### src/rtl/sum_accumulator_if.sv
// Stream interface for sum_accumulator: input term channel and output result
// channel. Both use valid/ready handshakes.
interface sum_accumulator_if #(
  parameter int N     = 64,
  parameter int CNT_W = 8
);
  logic             in_valid;
  logic             in_ready;
  logic [N:0]       in_sum;
  logic             in_last;
  logic             out_valid;
  logic             out_ready;
  logic [N+CNT_W:0] out_acc;
  logic [CNT_W-1:0] out_count;
  logic             out_auto;

  // Producer of terms and consumer of results
  modport master (
    output in_valid, in_sum, in_last, out_ready,
    input  in_ready, out_valid, out_acc, out_count, out_auto
  );

  // The accumulator itself
  modport slave (
    input  in_valid, in_sum, in_last, out_ready,
    output in_ready, out_valid, out_acc, out_count, out_auto
  );
endinterface

### src/rtl/sum_accumulator.sv
// Accumulates a stream of unsigned adder sums into a widened total. A group
// closes on in_last or when the term count reaches 2^CNT_W-1; the total is
// then held on the output handshake until consumed.
module sum_accumulator #(
  parameter int N     = 64,
  parameter int CNT_W = 8
) (
  input  logic               clk,
  input  logic               rst_n,
  input  logic               clr,
  sum_accumulator_if.slave   bus
);
  localparam int ACC_W = N + CNT_W + 1;

  localparam logic [0:0] ACCUM = 1'b0;
  localparam logic [0:0] HOLD  = 1'b1;

  logic [0:0]       state;
  logic [ACC_W-1:0] acc;
  logic [CNT_W-1:0] cnt;
  logic [ACC_W-1:0] res_acc;
  logic [CNT_W-1:0] res_count;
  logic             res_auto;

  logic             accept;
  logic [ACC_W-1:0] acc_next;
  logic [CNT_W-1:0] cnt_next;
  logic             sat;

  // Handshake flags come from the state register only, so out_ready never
  // reaches in_ready combinationally.
  assign bus.in_ready  = (state == ACCUM);
  assign bus.out_valid = (state == HOLD);
  assign bus.out_acc   = res_acc;
  assign bus.out_count = res_count;
  assign bus.out_auto  = res_auto;

  // Width of acc covers (2^CNT_W-1) maximal terms, so the add cannot wrap.
  assign accept   = bus.in_valid & bus.in_ready;
  assign acc_next = acc + {{(ACC_W-N-1){1'b0}}, bus.in_sum};
  assign cnt_next = cnt + 1'b1;
  assign sat      = (cnt_next == {CNT_W{1'b1}});

  // Group FSM: accumulate terms, close on last/saturation, hold for handshake.
  // clr outranks everything, including a term accepted in the same cycle.
  always_ff @(posedge clk or negedge rst_n) begin
    if (!rst_n) begin
      state     <= ACCUM;
      acc       <= '0;
      cnt       <= '0;
      res_acc   <= '0;
      res_count <= '0;
      res_auto  <= 1'b0;
    end else if (clr) begin
      state     <= ACCUM;
      acc       <= '0;
      cnt       <= '0;
      res_acc   <= '0;
      res_count <= '0;
      res_auto  <= 1'b0;
    end else begin
      case (state)
        ACCUM: begin
          if (accept) begin
            if (bus.in_last || sat) begin
              res_acc   <= acc_next;
              res_count <= cnt_next;
              // An explicit last wins over saturation for the auto flag.
              res_auto  <= ~bus.in_last & sat;
              acc       <= '0;
              cnt       <= '0;
              state     <= HOLD;
            end else begin
              acc <= acc_next;
              cnt <= cnt_next;
            end
          end
        end
        HOLD: begin
          if (bus.out_ready) state <= ACCUM;
        end
        default: state <= ACCUM;
      endcase
    end
  end
endmodule

### src/flat_wrapper.sv
// flat-port wrapper written by rule: the top's interface ports become plain ports
module sum_accumulator_flat 
#(
  parameter int N     = 64,
  parameter int CNT_W = 8
)
  (clk, rst_n, clr, bus_in_valid, bus_in_sum, bus_in_last, bus_out_ready, bus_in_ready, bus_out_valid, bus_out_acc, bus_out_count, bus_out_auto);
  sum_accumulator_if #(.N(N), .CNT_W(CNT_W)) bus_i ();
  input  logic clk;
  input  logic rst_n;
  input  logic clr;
  input wire logic [$bits(bus_i.in_valid)-1:0] bus_in_valid;
  input wire logic [$bits(bus_i.in_sum)-1:0] bus_in_sum;
  input wire logic [$bits(bus_i.in_last)-1:0] bus_in_last;
  input wire logic [$bits(bus_i.out_ready)-1:0] bus_out_ready;
  output wire logic [$bits(bus_i.in_ready)-1:0] bus_in_ready;
  output wire logic [$bits(bus_i.out_valid)-1:0] bus_out_valid;
  output wire logic [$bits(bus_i.out_acc)-1:0] bus_out_acc;
  output wire logic [$bits(bus_i.out_count)-1:0] bus_out_count;
  output wire logic [$bits(bus_i.out_auto)-1:0] bus_out_auto;
  assign bus_i.in_valid = bus_in_valid;
  assign bus_i.in_sum = bus_in_sum;
  assign bus_i.in_last = bus_in_last;
  assign bus_i.out_ready = bus_out_ready;
  assign bus_in_ready = bus_i.in_ready;
  assign bus_out_valid = bus_i.out_valid;
  assign bus_out_acc = bus_i.out_acc;
  assign bus_out_count = bus_i.out_count;
  assign bus_out_auto = bus_i.out_auto;
  sum_accumulator #(.N(N), .CNT_W(CNT_W)) u_core (.clk(clk), .rst_n(rst_n), .clr(clr), .bus(bus_i));
endmodule
### config.mk
export PLATFORM = sky130hd
export DESIGN_NAME = sum_accumulator_flat
export DESIGN_NICKNAME = d
export VERILOG_FILES = /design/src/rtl/sum_accumulator_if.sv /design/src/rtl/sum_accumulator.sv /design/src/flat_wrapper.sv
export SDC_FILE = /design/constraint.sdc
export NUM_CORES = 1
export LEC_CHECK = 0
export ABC_AREA = 1
export ABC_CLOCK_PERIOD_IN_PS = 2440
export CAP_MARGIN = 10
export CORE_ASPECT_RATIO = 1.4
export CORE_MARGIN = 3
export CORE_UTILIZATION = 40
export DETAILED_ROUTE_END_ITERATION = 16
export GPL_TIMING_DRIVEN = 1
export PLACE_DENSITY_LB_ADDON = 0.3
export SYNTH_ARGS = -nofsm -noshare
export SYNTH_HDL_FRONTEND = slang
export SYNTH_SLANG_ARGS = --single-unit
### constraint.sdc
create_clock -name clk -period 2.44 [get_ports clk]
set_clock_uncertainty 0.2 [all_clocks]
set_input_delay 0.366 -clock clk [delete_from_list [all_inputs] [get_ports clk]]
set_output_delay 0.366 -clock clk [all_outputs]
set_load 0.05 [all_outputs]
==> flow_summary.toml, run 1 <==
[run_status]
status = "complete, but fails checks"
violations = "setup timing"

[critical_path]
crit_slowest_cell = "fa_2"
cp-end-kind = "register"
cp.depth = 15
startpoint_type = "register"
max_stage_delay_ns = 0.40
cp_data_required_time_ns = 2.64
arrival_ns = 2.71
r2r-start = "u_core.acc[0]"
cp_common_cell = "nand2_1"
reg2regPathDepth = 15
worstSetupPathType = "reg -> reg"
cp-startpoint = "u_core.acc[0]"
cp_max_fo = 5
path_buf_inv = 3
critical-path-top-delay-family = "simple AND/OR/NAND/NOR gates"
crit_chain = "ha_2, inv_2, fa_2, inv_4, nand2_1, nand3_4, nand3_2, nand2_2, nand2_1, nand2_2, buf_6, nand2_1, nand3b_1, nand4_1, nand2_1"

[timing]
final_hold_viol_count = 0
max_freq_ghz = 0.3984
fin_hold_ws_ns = 0.1603
period_minus_slack_ns = 2.510
tns_ns = -0.07739
rsz0062_at_grt = "true"
max_slew_margin_pct = 61.95
worst_slack_ns = -0.06976
period_share_pct = 102.9
drv_slew = 0
tightest_slew_ns = 0.5690
setup_viol = 3

[pwr]
power_density_nw_per_um2 = 564.4
total_power_w = 0.01111
power_leakage_nw = 9.873
peakVddDrop_v = 0.0004547

[route]
remaining_drc_errors = 0
wl_per_cell_um = 18.33
antenna_left = 0
drtPass1Iterations = 5
vias = 14640
drt_iter0_drc = 891
wirelength_um = 51640
viasPerCell = 5.195

[logic_synthesis]
synth-seq-cells = 164
synth.cell_area_um2 = 12440
synth_top_area_share_pct = 32.98
netlist_instances = 1991
ys_seq_area_share_pct = 32.98
synth.most_common_cell = "nand2_1"
synth_top_area_cell = "dfrtp_1"
ys_warn_count = 0
async_flop_share_pct = 100.0
yosys-top-cells-area = "dfrtp_1 33%, nand2_1 25%, inv_1 9.4%, ha_1 6.7%, o21ai_0 4.7%"
syn_avg_cell_area_um2 = 6.249
synth-edff-count = 0
syn_nets = 2130
synthTopCellsByCount = "813 x nand2_1, 311 x inv_1, 164 x dfrtp_1"
synthFlopType = "dfrtp_1"
synth_cell_types = 36

[cts]
cts_tree = "built"
clk_pin_slew_ns = 0.07
h-tree-depth = 4
clock_latency_ns = 0.47
cts_buffers = 17
clock_path_buffers = 2
cts_root_buffer = "clkbuf_16"
cts_sinks = 164

[global_routing]
antenna_found_initial = 1
grt_overflow = 0
grt_max_degree = 58
grt.total_usage_pct = 29.27
grt_pass1_vias = 14600
grt_pass1_wl_um = 76110

[place]
placed_cell_area_um2 = 16440
dpl.hpwl_um = 38210
gp_congestion = 1.017
portBuffers = 154

[floorplanning]
rows = 75
die_h_um = 214.7
die_w_um = 155.1
dieArea_um2 = 33290
core_area_um2 = 30310
start_util_pct = 41.05
io_pins = 155

[final_layout]
multiInputGateArea_um2 = 9143
ff_latch_area_um2 = 4106
fin_util_pct = 64.92
final.fill_count = 2661
drive_gt1_share_pct = 31.76
postLayoutCellArea_um2 = 19680
nets = 2557
syn2layout_area_growth_pct = 58.17

[min_path]
hp-class = "in -> async"

[flow_run]
maxCapViolations = 0
==> report_power, final <==
| group | internal [W] | total (W) | switching [W] |
|---|---|---|---|
| clock | 0.00168 | 0.00296 | 0.00128 |
| sequential | 0.00299 | 0.00321 | 0.000221 |
| combinational | 0.00204 | 0.00493 | 0.00289 |
| total | 0.00672 | 0.0111 | 0.00439 |
==> registers in the layout, summed over array words and instances (netlist names) <==
| name | flops |
|---|---|
| u_core.bus.out_acc | 73 |
| u_core.cnt | 8 |
| u_core.bus.out_valid | 1 |
| u_core.bus.out_count | 8 |
| u_core.acc | 73 |
| u_core.bus.out_auto | 1 |
==> cell type report <==
| class | instances | area share (%) |
|---|---|---|
| inverters | 313 | 6.034 |
| diodes | 1 | 0.01272 |
| flip-flops and latches | 164 | 20.87 |
| clock buffers | 19 | 2.302 |
| repair buffers | 453 | 21.01 |
| clock inverters | 13 | 0.8711 |
| multi-input cells | 1469 | 46.46 |
| well taps | 385 | 2.448 |
==> final timing paths <==
check,end,slack [ns]
min reg2reg,u_core.bus.out_acc[37],0.28
min in group clk,u_core.bus.out_acc[0],0.22
max reg2reg,u_core.bus.out_acc[46],-0.07
min,u_core.acc[4],0.16
max in group asynchronous,u_core.acc[60],1.24
max,u_core.bus.out_acc[46],-0.07
==> placed cells by master (no fill, tap or decap), drive strengths merged, types with 9 or more instances in the layout <==
cell type      count
nand2            816
inv              317
buf              297
dfrtp            164
nor2             157
clkdlybuf4s50    146
o21ai            119
a21oi            106
nand4             69
ha                67
nand3             61
clkbuf            21
nor3              18
xnor2             13
nand3b             9
==> routing by layer <==
metal	global-route usage, %	share of wire [%]	up-vias
li1	-	-	7118
met1	30.34	36	6877
met2	55.25	53	466
met3	3.876	4.0	174
met4	16.88	6.8	0
met5	0	0	-
==> metrics by stage <==
step / std cells / setup WS (ns)
after floorplan: 1991 / 0.06103
after global placement: 2749 / -0.6914
after detailed placement: 2749 / -0.7428
after CTS: 2785 / -0.01266
after global routing: 2817 / -0.1217
final: 2817 / -0.06976
==> logic make-up after synthesis <==
group	count (synthesis)	synth area share (%)
AND/OR/NAND/NOR	1139	37.33
buffers and inverters	358	11.32
AO/OA/AOI/OAI	246	10.34
flip-flops	164	32.98
adder cells (fa/ha/maj)	68	6.899
XOR/XNOR	16	1.126
==> timing repair <==
item | in CTS | in global routing
hold buffers | 1 | 0
hold endpoints to repair | 164 | 0
gates cloned | 0 | 3
resized for setup | 139 | 432
pin swaps | 19 | 130
endpoints found under the setup margin | 103 | 154
setup buffers | 3 | 28
==> worst reg2reg max path: cells and delay by family, from the launching register on <==
family / cells / cell delay (ns)
adders and majority gates: 2 / 0.59
buffers and inverters: 3 / 0.27
DFF: 1 / 0.35
and+or+nand+nor: 10 / 1.02
(Power assumes the default switching activity.)
==> run 2, diff against run 1 <==
--- a/config.mk
+++ b/config.mk
@@ -9,11 +9,11 @@
 export ABC_CLOCK_PERIOD_IN_PS = 2440
 export CAP_MARGIN = 10
 export CORE_ASPECT_RATIO = 1.4
-export CORE_MARGIN = 3
 export CORE_UTILIZATION = 40
 export DETAILED_ROUTE_END_ITERATION = 16
 export GPL_TIMING_DRIVEN = 1
 export PLACE_DENSITY_LB_ADDON = 0.3
+export SETUP_SLACK_MARGIN = 0.5
 export SYNTH_ARGS = -nofsm -noshare
 export SYNTH_HDL_FRONTEND = slang
 export SYNTH_SLANG_ARGS = --single-unit
==> run 2 against run 1 <==
Against the previous run: the run still ends with setup timing left; sequential share of layout area is 1.7 points lower; total power rose by 6.5%; first-iteration DRC count down 5.6%; final area grew 9.0%; clock power grew 5%; cell count is 0.67% higher; sequential power barely moved; register-to-register slack lost 0.05 ns; highest routed layer unchanged.
==> flow_summary.toml, run 2 (synthesized netlist as in run 1, its figures left out) <==
[cts]
clock_path_buffers = 2
clock_latency_ns = 0.47
clk_pin_slew_ns = 0.07
cts_root_buffer = "clkbuf_16"
cts_buffers = 17
cts_tree = "built"
cts_sinks = 164
h-tree-depth = 4

[timing]
tns_ns = -2.767
setup_viol = 76
period_share_pct = 104.8
drv_slew = 0
rsz0062_at_grt = "true"
worst_slack_ns = -0.1172
tightest_slew_ns = 0.6031
max_freq_ghz = 0.3911
period_minus_slack_ns = 2.557
fin_hold_ws_ns = 0.1434
final_hold_viol_count = 0
max_slew_margin_pct = 59.72

[route]
drt_iter0_drc = 841
wirelength_um = 57710
wl_per_cell_um = 20.35
vias = 15300
antenna_left = 0
drtPass1Iterations = 5
viasPerCell = 5.395
remaining_drc_errors = 0

[critical_path]
arrival_ns = 2.71
cp_max_fo = 6
startpoint_type = "register"
cp-end-kind = "register"
crit_chain = "ha_2, nand3_2, nor2_2, nand2_2, xor2_2, nor2_2, nand3_2, nand2_4, nand2_4, nand2_8, inv_16, buf_12, o21ai_0"
rrSetupSlack_ns = -0.12
crit_slowest_cell = "dfrtp_1"
cp_data_required_time_ns = 2.59
max_stage_delay_ns = 0.37
path_buf_inv = 2
critical-path-top-delay-family = "simple AND/OR/NAND/NOR gates"
worstSetupPathType = "reg -> reg"

[pwr]
power_leakage_nw = 11.96
power_density_nw_per_um2 = 551.2
peakVddDrop_v = 0.0005256
total_power_w = 0.01182

[global_routing]
grt_max_degree = 43
grt_overflow = 0
grt_pass1_wl_um = 79450
grt.total_usage_pct = 33.50
antenna_found_initial = 1
grt_pass1_vias = 15210

[final_layout]
final_cell_mix = "563 x nand2_1, 266 x inv_1, 232 x buf_4, 178 x nand2_2, 163 x dfrtp_1"
nets = 2572
syn2layout_area_growth_pct = 72.40
drive_gt1_share_pct = 40.04
postLayoutCellArea_um2 = 21450
final_common_cell = "nand2_1"
layoutNonFillerInstCount = 2836

[floorplanning]
dieArea_um2 = 31820
io_pins = 155
rows = 76
die_h_um = 210.7
core_area_um2 = 30710
start_util_pct = 40.51
die_w_um = 151.1

[place]
portBuffers = 154
placed_cell_area_um2 = 16940
gp_congestion = 1.006
placed_cells = 2716
dpl.hpwl_um = 38850

[run_status]
violations = "setup timing"
status = "complete, but fails checks"

[min_path]
hp-class = "in -> async"

[flow_run]
maxCapViolations = 0
==> run 2: what timing repair did <==
item	in CTS	in global routing
pin swaps	106	177
setup buffers	41	25
hold buffers	1	0
gates cloned	10	11
resized for setup	399	487
endpoints found under the hold margin	139	0
setup endpoints to repair	247	248
==> run 2: worst paths after layout <==
check | cells past startpoint | end | startpoint
max in group asynchronous | 3 | u_core.acc[29] | rst_n
min reg2reg | 2 | u_core.bus.out_acc[68] | u_core.bus.out_acc[68]
min in group clk | 2 | u_core.bus.out_acc[68] | u_core.bus.out_acc[68]
max reg2reg | 13 | u_core.bus.out_acc[1] | u_core.cnt[0]
max | 13 | u_core.bus.out_acc[1] | u_core.cnt[0]
min | 2 | u_core.bus.out_acc[6] | rst_n
==> run 2: final cells by class <==
class / instances / area (um^2)
timing repair buffer: 466 / 4855
timing repair inverter: 2 / 28.78
antenna: 1 / 2.502
tap: 390 / 488.0
inverter: 313 / 1219
clock buffer: 19 / 442.9
clock inverter: 12 / 202.7
multi-input combinational: 1469 / 10110
fill: 2348 / 9265
sequential: 164 / 4105
==> run 2: per-stage QoR <==
stage                     utilization (%)  worst slack, ns
after floorplan                         -           0.3339
after global placement              55.17          -0.7285
after detailed placement            55.17          -0.6948
after CTS                           63.46          0.02668
after global routing                69.83          -0.2138
final                               69.83          -0.1172
==> run 2: layer usage <==
metal,track usage [%],wire [um],vias up
li1,-,-,7175
met1,32.84,19410,7223
met2,61.18,29390,609
met3,5.205,2963,292
met4,27.14,5949,0
met5,0,0,-
==> run 2: power by group <==
| group | total [W] | switching (W) | leakage, nW | internal [W] |
|---|---|---|---|---|
| clock | 0.00310 | 0.00126 | 0.313 | 0.00184 |
| sequential | 0.00322 | 0.000229 | 2.20 | 0.00299 |
| combinational | 0.00551 | 0.00325 | 9.45 | 0.00226 |
| total | 0.0118 | 0.00473 | 12.0 | 0.00709 |
